==> src/rtl/fpga_status_led_ctrl_if.sv <==
`default_nettype none
// ============================================================================
// Module      : fpga_status_led_ctrl_if
// Description : Mode/event/exit inputs and LED outputs of the status LED block.
// Revision    : 1.0 - initial release
// ============================================================================
interface fpga_status_led_ctrl_if #(
    parameter int NUM_LEDS = 4
);
    logic [2*NUM_LEDS-1:0] mode_i;
    logic [NUM_LEDS-1:0]   event_i;
    logic                  exit_valid_i;
    logic [31:0]           exit_value_i;
    logic [NUM_LEDS-1:0]   led_o;
    logic                  heartbeat_o;
    logic                  exit_done_o;

    modport master (
        output mode_i, event_i, exit_valid_i, exit_value_i,
        input  led_o, heartbeat_o, exit_done_o
    );

    modport slave (
        input  mode_i, event_i, exit_valid_i, exit_value_i,
        output led_o, heartbeat_o, exit_done_o
    );
endinterface
`default_nettype wire

==> src/rtl/fpga_status_led_ctrl.sv <==
`default_nettype none
// ============================================================================
// Module      : fpga_status_led_ctrl
// Description : N-channel board LED driver with heartbeat, event stretching and
//               a sticky program pass/fail display.
// Revision    : 1.0 - initial release
// ============================================================================
module fpga_status_led_ctrl #(
    parameter int NUM_LEDS      = 4,
    parameter int PRESCALE_W    = 27,
    parameter int STRETCH_TICKS = 3
) (
    input wire                     clk_gen,
    input wire                     rst_n,
    fpga_status_led_ctrl_if.slave  bus
);
    localparam int c_SC_W = $clog2(STRETCH_TICKS + 1);

    localparam logic [1:0] c_MODE_OFF     = 2'b00;
    localparam logic [1:0] c_MODE_ON      = 2'b01;
    localparam logic [1:0] c_MODE_BLINK   = 2'b10;
    localparam logic [1:0] c_MODE_STRETCH = 2'b11;

    localparam logic [c_SC_W-1:0] c_SC_LOAD = c_SC_W'(STRETCH_TICKS);

    logic [PRESCALE_W-1:0] r_cnt;
    logic [2*NUM_LEDS-1:0] r_mode;
    logic                  r_exit_done;
    logic                  r_exit_fail;
    logic                  w_tick;
    logic                  w_hb;
    logic                  w_fast;
    logic [NUM_LEDS-1:0]   w_led_norm;

    assign w_tick = &r_cnt;
    assign w_hb   = r_cnt[PRESCALE_W-1];
    assign w_fast = r_cnt[PRESCALE_W-3];

    always_ff @(posedge clk_gen or negedge rst_n) begin
        if (!rst_n) begin
            r_cnt       <= '0;
            r_mode      <= {NUM_LEDS{c_MODE_OFF}};
            r_exit_done <= 1'b0;
            r_exit_fail <= 1'b0;
        end else begin
            r_cnt  <= r_cnt + PRESCALE_W'(1);
            r_mode <= bus.mode_i;
            // Only the first exit strobe counts; the result is held until reset.
            if (bus.exit_valid_i && !r_exit_done) begin
                r_exit_done <= 1'b1;
                r_exit_fail <= (bus.exit_value_i != 32'd0);
            end
        end
    end

    generate
        for (genvar i = 0; i < NUM_LEDS; i++) begin : g_ch
            logic [c_SC_W-1:0] r_sc;
            logic [1:0]        w_mode_in;
            logic [1:0]        w_mode_q;

            assign w_mode_in = bus.mode_i[2*i +: 2];
            assign w_mode_q  = r_mode[2*i +: 2];

            // Load follows the live mode input so a stretch event is seen at t+1,
            // and a reload beats a coincident prescaler tick.
            always_ff @(posedge clk_gen or negedge rst_n) begin
                if (!rst_n) begin
                    r_sc <= '0;
                end else if (w_mode_in != c_MODE_STRETCH) begin
                    r_sc <= '0;
                end else if (bus.event_i[i]) begin
                    r_sc <= c_SC_LOAD;
                end else if (w_tick && (r_sc != '0)) begin
                    r_sc <= r_sc - c_SC_W'(1);
                end
            end

            assign w_led_norm[i] = (w_mode_q == c_MODE_ON)
                                 | ((w_mode_q == c_MODE_BLINK)   & w_hb)
                                 | ((w_mode_q == c_MODE_STRETCH) & (r_sc != '0));
        end
    endgenerate

    assign bus.heartbeat_o = w_hb;
    assign bus.exit_done_o = r_exit_done;
    assign bus.led_o       = !r_exit_done ? w_led_norm
                           : (r_exit_fail ? {NUM_LEDS{w_fast}} : {NUM_LEDS{1'b1}});

endmodule
`default_nettype wire

==> src/flat_wrapper.sv <==
// flat-port wrapper written by rule: the top's interface ports become plain ports
module fpga_status_led_ctrl_flat 
#(
    parameter int NUM_LEDS      = 4,
    parameter int PRESCALE_W    = 27,
    parameter int STRETCH_TICKS = 3
)
  (clk_gen, rst_n, bus_mode_i, bus_event_i, bus_exit_valid_i, bus_exit_value_i, bus_led_o, bus_heartbeat_o, bus_exit_done_o);
  fpga_status_led_ctrl_if #(.NUM_LEDS(NUM_LEDS)) bus_i ();
  input wire clk_gen;
  input wire rst_n;
  input wire logic [$bits(bus_i.mode_i)-1:0] bus_mode_i;
  input wire logic [$bits(bus_i.event_i)-1:0] bus_event_i;
  input wire logic [$bits(bus_i.exit_valid_i)-1:0] bus_exit_valid_i;
  input wire logic [$bits(bus_i.exit_value_i)-1:0] bus_exit_value_i;
  output wire logic [$bits(bus_i.led_o)-1:0] bus_led_o;
  output wire logic [$bits(bus_i.heartbeat_o)-1:0] bus_heartbeat_o;
  output wire logic [$bits(bus_i.exit_done_o)-1:0] bus_exit_done_o;
  assign bus_i.mode_i = bus_mode_i;
  assign bus_i.event_i = bus_event_i;
  assign bus_i.exit_valid_i = bus_exit_valid_i;
  assign bus_i.exit_value_i = bus_exit_value_i;
  assign bus_led_o = bus_i.led_o;
  assign bus_heartbeat_o = bus_i.heartbeat_o;
  assign bus_exit_done_o = bus_i.exit_done_o;
  fpga_status_led_ctrl #(.NUM_LEDS(NUM_LEDS), .PRESCALE_W(PRESCALE_W), .STRETCH_TICKS(STRETCH_TICKS)) u_core (.clk_gen(clk_gen), .rst_n(rst_n), .bus(bus_i));
endmodule
==> config.mk <==
export PLATFORM = sky130hd
export DESIGN_NAME = fpga_status_led_ctrl_flat
export DESIGN_NICKNAME = d
export VERILOG_FILES = /design/src/rtl/fpga_status_led_ctrl_if.sv /design/src/rtl/fpga_status_led_ctrl.sv /design/src/flat_wrapper.sv
export SDC_FILE = /design/constraint.sdc
export NUM_CORES = 1
export LEC_CHECK = 0
export ABC_AREA = 0
export BUFFER_PORTS_ARGS = -buffer_cell sky130_fd_sc_hd__clkbuf_2
export CAP_MARGIN = 0
export CORE_ASPECT_RATIO = 0.9
export CORE_MARGIN = 2
export CORE_UTILIZATION = 35
export CTS_CLUSTER_DIAMETER = 100
export CTS_CLUSTER_SIZE = 14
export DETAILED_ROUTE_END_ITERATION = 8
export PLACE_DENSITY = 0.64
export SYNTH_ARGS = -nofsm -noshare
export SYNTH_HDL_FRONTEND = slang
export SYNTH_SLANG_ARGS = --single-unit
==> constraint.sdc <==
create_clock -name clk_gen -period 4.8 [get_ports clk_gen]
set_input_delay 1.2 -clock clk_gen [delete_from_list [all_inputs] [get_ports clk_gen]]
set_output_delay 1.2 -clock clk_gen [all_outputs]
set_load 0.03 [all_outputs]
# After elaboration in Yosys (flattened, before gate mapping)
# Cells that the tools add are included.
# totals
ff_bits	45
elab_cells	75
# classes
add_sub_neg	5
n_bitwise	16
n_eq_ne	16
reduce_logical	16
mux	14
# ops
operator	count
nonzero test 32 bit	1
adder 27 x 1 -> 27 bit (second input constant)	1
AND reduction 27 bit	1
two-way mux 2 bit	12
== test 2 bit (second input constant)	8
nonzero test 3 bit	4
bitwise AND 1 bit	8
== test 2 x 1 -> 1 bit (second input constant)	4
two-way mux 4 bit	2
!= test 2 bit (second input constant)	4
bitwise OR 1 bit	8
nonzero test 2 bit	4
subtractor 2 x 1 -> 2 bit (second input constant)	4
logical AND 1 bit	5
zero test 1 bit	1

# Longest topological paths before layout
# depth
ltp_word	5
ltp_mapped	7
mapped_depth_nobuf	5

# Worst setup path before layout
# Ideal clock, no wire load.
# synth_path
path_kind	register to output
from	register u_core.r_cnt[26]
to	output bus_led_o[0]
arrival_time_ns	1.479
path_slack_ns	2.121
stages_incl_launch_ff	5
t_required_ns	3.600
path_cell_list	dfrtp_1 > nand2_1 > nor2_1 > a21oi_1 > o21ai_0
# synth_between
elab_chain_len	4
# synth_rtl
element	line_no	source
from (decl)	fpga_status_led_ctrl.sv:26	logic [PRESCALE_W-1:0] r_cnt;
from (signal assigned)	fpga_status_led_ctrl.sv:46	r_cnt <= r_cnt + PRESCALE_W'(1);
bitwise AND 1 bit	fpga_status_led_ctrl.sv:80	| ((w_mode_q == c_MODE_BLINK) & w_hb)
bitwise OR 1 bit	fpga_status_led_ctrl.sv:80	
bitwise OR 1 bit	fpga_status_led_ctrl.sv:81	| ((w_mode_q == c_MODE_STRETCH) & (r_sc != '0));
two-way mux 4 bit	fpga_status_led_ctrl.sv:87	assign bus.led_o = !r_exit_done ? w_led_norm
to (decl)	flat_wrapper.sv:16	output wire logic [$bits(bus_i.led_o)-1:0] bus_led_o;
# No other way between the ends.

# Worst setup path in the final report
# layout_path
from	register u_core.g_ch[0].r_sc[0]
to	output bus_led_o[0]
# layout_between
elab_chain_len	4
# layout_rtl
element	line_no	source
from (decl)	fpga_status_led_ctrl.sv:58	logic [c_SC_W-1:0] r_sc;
from (signal assigned)	fpga_status_led_ctrl.sv:73	r_sc <= c_SC_LOAD;
from (signal assigned)	fpga_status_led_ctrl.sv:75	r_sc <= r_sc - c_SC_W'(1);
nonzero test 2 bit	fpga_status_led_ctrl.sv:81	
bitwise AND 1 bit	fpga_status_led_ctrl.sv:81	
bitwise OR 1 bit	fpga_status_led_ctrl.sv:81	
two-way mux 4 bit	fpga_status_led_ctrl.sv:87	
# No other way between the ends.

==> results.yml <==
floorplan:
  die_y_um: 79.55
  pin_count: 53
  initial_core_util: 0.3630
  num_rows: 27
  dieArea_um2: 6996
  fp.dieW_um: 87.95
  core_um2: 6115
timing:
  fin_crit_sh: 0.5726
  final-max-slew-violation-count: 0
  holdWs_ps: 481.1
  finalSetupViolations: 0
  slew_headroom: 0.5757
  skew_ps: 5.177
  finalHoldViolCount: 0
  fmax_ghz: 0.3638
  worst_slack_ps: 2051
  rsz0062_at_grt: "no"
  worst_pin_slew_ps: 636.5
  tns_ps: 0
  period_minus_slack_ps: 2749
yosys:
  synthTopCellsByCount: "45 x dfrtp_1, 21 x xnor2_1, 18 x nand2_1"
  avgSynthCellArea_um2: 10.57
  syn_inst: 210
  synth-main-ff-cell: "dfrtp_1"
  syn-num-nets: 262
  yosys_register_bits: 45
  ys_async_sr_fraction: 1.000
  netlist.area_leader.share: 0.5073
  synth_edf_count: 0
  yosys-top-cells-area: "dfrtp_1 51%, xnor2_1 8.3%, nand4_1 3.7%"
  synth_warnings: 0
  yosys.cell_count.top_type: "dfrtp_1"
  seq_area_frac_synth: 0.5073
  syn_area_um2: 2220
  yosys.area.top_type: "dfrtp_1"
  synth_cell_types: 31
outcome:
  status: "finished clean"
grt:
  grt_usage: 0.1406
  grt_pass1_vias: 1786
  grt_remaining_overflow: 0
  grt_max_degree: 46
  antenna_found_initial: 0
  grt_pass1_wl_um: 7707
cells_and_area:
  drive_gt1_frac: 0.2538
  final_net_count: 316
  areaGrowthSynthToFinish_pct: 18.43
place:
  place_ws_ps: 2376
  gp_congestion: 0.7800
  io_buffers: 52
  dpl.hpwl_um: 3402
detailed_routing:
  drt_iter0_drc: 84
  drcViolationCount: 0
  ant_nets: 0
  wire_per_inst_um: 13.03
  wirelength_um: 4585
  drtPass1Iterations: 4
  vias: 1824
  viasPerCell: 5.182
worst_setup_path:
  crit_fanout: 5
  cp-end-kind: "output port"
  cp.required_ps: 3600
  start_kind: "flip-flop"
  worstSetupPathType: "reg -> out"
  worstPathArrival_ps: 1550
power_and_ir_drop:
  power_density_nw_per_um2: 261.8
  p_leak_uw: 0.001190
  peakVddDrop_v: 0.0001577
clock_tree:
  cts_sinks: 45
  clockBufferDepth: 2
  htreeDepth: 2
  cts_made_buffers: 5
  cts_tree: "built"
  ctsHoldBuffers: 0
  root_buffer: "clkbuf_8"
  post_cts_buffers: 0
  clock_latency_ps: 290
  cts_resized: 0
  clkSlewWorstSetupHoldPaths_ps: 80
min_path:
  min_path_type: "reg -> reg"
flow_run:
  cap_violations: 0
-- power by group --
group          total [uW]  internal (uW)  switching (uW)
Sequential            390            386            3.66
Clock                 231            114             116
Combinational        67.8           28.2            39.5
Total                 688            529             159
-- state kept, by name (all words and copies together) (netlist names) --
| name | count |
|---|---|
| u_core.bus.exit_done_o | 1 |
| u_core.r_mode | 8 |
| u_core.g_ch.r_sc | 8 |
| u_core.r_exit_fail | 1 |
| u_core.r_cnt | 27 |
-- layer usage --
metal  global-route usage  vias up  share of wire
li1                     -      882              -
met1               0.1696      875           0.45
met2               0.2409       58           0.46
met3              0.03826        9          0.067
met4              0.04769        0          0.017
met5                    0        -              0
-- cell type report --
class                      count  area, um^2
clock buffer                   7       86.33
timing repair buffer          53       267.8
antenna                        1       2.502
tap                           87       108.9
multi-input combinational    147       992.2
sequential                    45        1126
inverter                      12       45.04
fill                         592        3486
-- cells by family (layout without fill, tap and decap cells) --
kind of cell | after synthesis | count (layout) | share of synthesized area
AOI/OAI and AO/OA | 27 | 27 | 0.08117
xor gates and xnor gates | 25 | 25 | 0.09865
adders and majority gates | 5 | 5 | 0.02818
buffers and inverters | 18 | 72 | 0.04566
DFF | 45 | 45 | 0.5073
other | 0 | 1 | 0
and+or+nand+nor | 90 | 90 | 0.2390
-- layout by cell type (no fill, tap or decap), drive strengths merged --
cell,netlist,routed
or3,2,2
nor3,4,4
buf,5,1
nor2b,1,1
and3,4,4
dfrtp,45,45
a41oi,2,2
a311oi,2,2
diode,0,1
xnor2,21,21
nor2,9,9
or2,1,1
and4,7,7
nor3b,2,2
inv,12,12
a21oi,6,6
xor2,4,4
nand4,15,15
o311a,2,2
nand2,18,18
o21ai,7,7
o41ai,4,4
a31oi,4,4
clkbuf,1,59
nor4,13,13
nand3,14,14
ha,5,5
-- path summary, 6_finish.rpt --
check / depth (start not counted) / slack (ps) / startpoint / end
max reg2reg: 5 / 2730 / u_core.r_cnt[0] / u_core.g_ch[2].r_sc[0]
min reg2reg: 1 / 480 / u_core.r_cnt[19] / u_core.r_cnt[19]
max: 6 / 2050 / u_core.g_ch[0].r_sc[0] / bus_led_o[0]
max in group asynchronous: 2 / 3420 / rst_n / u_core.r_cnt[11]
min in group asynchronous: 2 / 970 / rst_n / u_core.r_cnt[0]
min: 1 / 480 / u_core.r_cnt[19] / u_core.r_cnt[19]
-- per-stage QoR --
| step | total power [uW] | instances | instance area (um^2) | util |
|---|---|---|---|---|
| after floorplan | 428.2 | 210 | 2220 | - |
| final | 688.1 | 352 | 2629 | 0.4299 |
| after detailed placement | 466.3 | 344 | 2540 | 0.4154 |
| after global placement | 465.0 | 344 | 2540 | 0.4154 |
| after CTS | 699.5 | 351 | 2626 | 0.4295 |
| after global routing | 727.0 | 351 | 2626 | 0.4295 |
-- critical path, cell delays in order (launching register included) --
cell and delay [ps]:
dfrtp_1 390, inv_1 100, ha_1 240, nand2_1 70, a21oi_1 170, o21ai_0 90
clkbuf_2 200
No activity file was read; power rests on OpenSTA's default activity.
